[src/rtl/exe_stage.sv]
// Execute stage: ALU, data-SRAM request with req/addr_ok handshake, forwarding to MEM and bypass to decode.
// Optional cycle stall counter output enabled by defining EXE_STALL_CNT_EN.
module exe_stage #(
  parameter int ID_BUS_W  = 154,
  parameter int MEM_BUS_W = 71,
  parameter int BYP_W     = 38
) (
  input  logic                 clk,
  input  logic                 resetn,
  input  logic                 id_to_exe_valid,
  output logic                 exe_allow_in,
  input  logic [ID_BUS_W-1:0]  id_to_exe_bus,
  input  logic                 mem_allow_in,
  output logic                 exe_to_mem_valid,
  output logic [MEM_BUS_W-1:0] exe_to_mem_bus,
  output logic                 exe_valid,
  output logic                 exe_is_load,
  output logic [BYP_W-1:0]     exe_to_id_bypass_bus,
  output logic                 data_sram_req,
  output logic                 data_sram_wr,
  output logic [3:0]           data_sram_wstrb,
  output logic [31:0]          data_sram_addr,
  output logic [31:0]          data_sram_wdata,
  input  logic                 data_sram_addr_ok
`ifdef EXE_STALL_CNT_EN
  ,
  output logic [31:0]          stall_cnt
`endif
);

  logic                exe_valid_r;
  logic                req_done_r;
  logic [ID_BUS_W-1:0] id_bus_r;

  logic [31:0] pc_s;
  logic [31:0] rj_value_s;
  logic [31:0] rkd_value_s;
  logic [31:0] imm_s;
  logic [11:0] alu_op_s;
  logic        src1_is_pc_s;
  logic        src2_is_imm_s;
  logic        res_from_mem_s;
  logic        reg_we_s;
  logic        mem_en_s;
  logic [3:0]  mem_we_s;
  logic [4:0]  reg_waddr_s;

  logic [31:0] src1_s;
  logic [31:0] src2_s;
  logic [4:0]  shamt_s;
  logic [31:0] sra_s;
  logic [31:0] alu_result_s;
  logic        exe_ready_go_s;
  logic        leave_s;

  assign {pc_s, rj_value_s, rkd_value_s, imm_s, alu_op_s, src1_is_pc_s, src2_is_imm_s,
          res_from_mem_s, reg_we_s, mem_en_s, mem_we_s, reg_waddr_s} = id_bus_r;

  assign src1_s  = src1_is_pc_s  ? pc_s  : rj_value_s;
  assign src2_s  = src2_is_imm_s ? imm_s : rkd_value_s;
  assign shamt_s = src2_s[4:0];
  assign sra_s   = $signed(src1_s) >>> shamt_s;

  // One-hot ALU select; any other encoding (including all-zero) yields 0.
  always_comb begin
    alu_result_s = 32'd0;
    case (alu_op_s)
      12'h001: alu_result_s = src1_s + src2_s;
      12'h002: alu_result_s = src1_s - src2_s;
      12'h004: alu_result_s = {31'd0, ($signed(src1_s) < $signed(src2_s))};
      12'h008: alu_result_s = {31'd0, (src1_s < src2_s)};
      12'h010: alu_result_s = src1_s & src2_s;
      12'h020: alu_result_s = ~(src1_s | src2_s);
      12'h040: alu_result_s = src1_s | src2_s;
      12'h080: alu_result_s = src1_s ^ src2_s;
      12'h100: alu_result_s = src1_s << shamt_s;
      12'h200: alu_result_s = src1_s >> shamt_s;
      12'h400: alu_result_s = sra_s;
      12'h800: alu_result_s = src2_s;
      default: alu_result_s = 32'd0;
    endcase
  end

  // An accepted request lets the instruction advance in the same cycle.
  assign data_sram_req    = exe_valid_r && mem_en_s && !req_done_r;
  assign exe_ready_go_s   = !mem_en_s || req_done_r || (data_sram_req && data_sram_addr_ok);
  assign exe_allow_in     = !exe_valid_r || (exe_ready_go_s && mem_allow_in);
  assign exe_to_mem_valid = exe_valid_r && exe_ready_go_s;
  assign leave_s          = exe_to_mem_valid && mem_allow_in;

  assign data_sram_wr    = |mem_we_s;
  assign data_sram_wstrb = mem_we_s;
  assign data_sram_addr  = alu_result_s;
  assign data_sram_wdata = rkd_value_s;

  assign exe_valid            = exe_valid_r;
  assign exe_is_load          = exe_valid_r && res_from_mem_s;
  assign exe_to_mem_bus       = {pc_s, res_from_mem_s, reg_we_s, reg_waddr_s, alu_result_s};
  assign exe_to_id_bypass_bus = {reg_we_s, reg_waddr_s, alu_result_s};

  // Stage valid bit and payload capture.
  always_ff @(posedge clk or negedge resetn) begin
    if (!resetn) begin
      exe_valid_r <= 1'b0;
      id_bus_r    <= '0;
    end else begin
      if (exe_allow_in) begin
        exe_valid_r <= id_to_exe_valid;
      end
      if (exe_allow_in && id_to_exe_valid) begin
        id_bus_r <= id_to_exe_bus;
      end
    end
  end

  // Leaving has priority so a same-cycle accept-and-leave ends with req_done clear.
  always_ff @(posedge clk or negedge resetn) begin
    if (!resetn) begin
      req_done_r <= 1'b0;
    end else if (leave_s) begin
      req_done_r <= 1'b0;
    end else if (data_sram_req && data_sram_addr_ok) begin
      req_done_r <= 1'b1;
    end
  end

`ifdef EXE_STALL_CNT_EN
  // Counts cycles an instruction sits in EXE without handing off to MEM.
  always_ff @(posedge clk or negedge resetn) begin
    if (!resetn) begin
      stall_cnt <= 32'd0;
    end else if (exe_valid_r && !leave_s) begin
      stall_cnt <= stall_cnt + 32'd1;
    end
  end
`endif

endmodule

[config.mk]
export PLATFORM = sky130hd
export DESIGN_NAME = exe_stage
export DESIGN_NICKNAME = d
export VERILOG_FILES = /design/src/rtl/exe_stage.sv
export SDC_FILE = /design/constraint.sdc
export NUM_CORES = 1
export LEC_CHECK = 0
export ABC_AREA = 1
export CAP_MARGIN = 20
export CORE_MARGIN = 2
export CORE_UTILIZATION = 40
export DETAILED_ROUTE_END_ITERATION = 16
export PLACE_DENSITY = 0.61
export SYNTH_ARGS = -nofsm -noshare
export SYNTH_HDL_FRONTEND = slang
export SYNTH_SLANG_ARGS = --single-unit
[constraint.sdc]
create_clock -name clk -period 4.5 [get_ports clk]
set_input_delay 0.45 -clock clk [delete_from_list [all_inputs] [get_ports clk]]
set_output_delay 0.45 -clock clk [all_outputs]
set_load 0.03 [all_outputs]
==> out/metrics.csv <==
metric,value,unit
status,"complete, no violations",
postSynthAreaPerCell,6.449,um^2
hold_path_end,id_bus_r[42],
path_delay_family,compound AO/OA/AOI/OAI gates,
cp_cell_sequence,buf_12 -> o21ai_1 -> inv_1 -> ha_1 -> a21oi_1 -> o21ai_0 -> a21oi_1 -> nand3_1 -> nand2_1 -> nand2_1 -> nor2_1 -> nor2_1 -> buf_4 -> nand3_1 -> buf_4,
cp_num_buf_inv,4,
synthSimpleGateAreaFrac,35.61,%
insertion_delay,440,ps
drv_slew,0,
max_slew_margin,48.86,%
synth_top_area_share,21.72,%
crit_type,reg2out,
critPathSlowestCell,o21ai_1,
fin_crit_sh,97.44,%
cp.depth,15,
synth_top_family_by_area,simple AND/OR/NAND/NOR gates,
worst-r2r-setup-slack,1830,ps
grt.overflow.total,0,
cp_max_fo,21,
worstPathRequired,4050,ps
ys_ff_latch,156,
gp_congestion,1.064,
io_pins,342,
ant_nets,0,
end_kind,output port,
ys_types,52,
min_from,id_bus_r[42],
synthXorXnorAreaFrac,0.04873,%
r2r_cells,6,
worst_pin_slew,767.1,ps
vias,20630,
clock-sinks,156,
mostFrequentLayoutCells,"823 x nand2_1, 310 x nand3_1, 256 x inv_1, 250 x clkdlybuf4s50_1, 214 x nor2_1",
setup_violations,0,
hpwl,74580,um
antenna_found_initial,0,
yosysSeqAreaShare,21.72,%
track_usage,37.54,%
min_path_type,reg2reg,
grt_max_degree,99,
n_antenna_cell,0,
syn_to_final_growth,23.46,%
viasPerCell,5.682,
synthMuxAreaShare,8.521,%
fmax,228.1,MHz
regToRegStartpoint,id_bus_r[9],
drt_iter0_drc,2426,
initial_utilization,40.56,%
fp.coreArea,44320,um^2
hold_violations,0,
grt_pass1_vias,19400,
first_pass_iters,7,
nets,3293,
clkTransAtPathRegs,60,ps
numCtsBuffers,17,
finalCriticalPeriod,4385,ps
synth_nets,3053,
synthAdderAreaFrac,7.532,%
worstSetupStartpointType,flip-flop,
drive_gt1_share,16.89,%
synthArstFlopShare,100.0,%
fp.dieH,216.0,um
cp.arrival,3930,ps
synthCells,2787,
fp-row-count,77,
maxCapViolCount,0,
h-tree-depth,4,
avgRoutedWirePerCell,24.83,um
cts_tree,yes,
skew,7.986,ps
final_common_cell,nand2_1,
grt_first_pass_wirelength,127900,um
die_x,216.0,um
drcViolationCount,0,
syn_area,17970,um^2
numPortBuffers,341,
hold_depth,1,
synth-compound-area-share,11.32,%
synth_edf_count,0,
cp_slowest_stage_delay,540,ps
ys_top_cells_by_area,"dfrtp_1 22%, nand2_1 18%, nand3_1 8.7%",
r2r_end,id_bus_r[38],
yosysWarningCount,0,
cts_buffer_depth,2,
n_fill_cell,4553,
fin_util,50.07,%
synth_ff_type,dfrtp_1,
routed_wl,90130,um
root_buffer,clkbuf_16,
synth_largest_area_cell,dfrtp_1,
die-area,46650,um^2
==> flip-flops by register name, indices dropped and copies added (netlist names) <==
name,count
id_bus_r,154
exe_valid,1
req_done_r,1
==> logic make-up after synthesis <==
group	count (synthesis)
AND/OR/NAND/NOR	1506
buffers and inverters	529
AO/OA/AOI/OAI	352
flip-flops	156
multiplexers	136
adder cells (fa/ha/maj)	107
XOR/XNOR	1
==> worst max path at each step <==
stage,start,endpoint
global route,id_bus_r[13],data_sram_addr[28]
detailed placement,id_bus_r[12],exe_to_id_bypass_bus[8]
finish,id_bus_r[12],data_sram_addr[17]
CTS,id_bus_r[12],exe_to_id_bypass_bus[0]
global placement,id_bus_r[12],data_sram_addr[8]
floorplan,id_bus_r[12],exe_to_id_bypass_bus[31]
==> metrics by stage <==
| step | hold WS [ps] | TNS (ps) | instance area (um^2) | cells | setup slack [ps] |
|---|---|---|---|---|---|
| after floorplan | 154.4 | 0 | 17970 | 2787 | 819.7 |
| after global placement | 473.4 | 0 | 21250 | 3591 | 156.3 |
| after detailed placement | 475.8 | 0 | 21250 | 3591 | 199.5 |
| after CTS | 498.9 | 0 | 21870 | 3622 | 8.201 |
| after global routing | 504.8 | -22.80 | 22190 | 3630 | -6.608 |
| final | 497.4 | 0 | 22190 | 3630 | 115.0 |
==> cells in the mapped netlist (9+ instances only) <==
cell type	instances
inv_1	259
nand3_1	313
nor2_1	218
buf_6	9
mux2_2	136
o21ai_1	20
o21ai_0	99
nand3b_1	12
buf_4	159
nand4_1	39
o21ai_2	13
buf_2	64
clkbuf_1	19
o211ai_1	10
or2_2	23
a21oi_1	137
o21a_1	16
nand2_1	838
dfrtp_1	156
o221ai_1	10
ha_1	105
nor3_1	31
o22ai_1	12
==> layer usage <==
layer | GRT usage (%) | up-vias | share of wire (%)
met5 | 0 | - | 0
met4 | 20.00 | 0 | 6.0
met3 | 10.97 | 186 | 11
met2 | 55.94 | 1225 | 42
met1 | 48.93 | 9751 | 40
li1 | - | 9465 | -
==> timing repair <==
item / in CTS / in global routing
buffers inserted: 0 / 8
hold buffers: 1 / 0
resized for setup: 21 / 85
hold endpoints to repair: 3 / 0
setup endpoints to repair: 46 / 76
pin swaps: 0 / 2
==> cell type report <==
class	instances	area, um^2	share of cell area, %
clock buffers	18	439.2	1.979
clock inverters	12	138.9	0.6259
inverters	272	1047	4.719
multi-input cells	2102	11600	52.26
flip-flops and latches	156	3906	17.60
well taps	592	740.7	3.338
repair buffers	478	4320	19.47
Power is not shown: default switching activity piles up to over one toggle a cycle in this logic, so the estimate is an artifact.
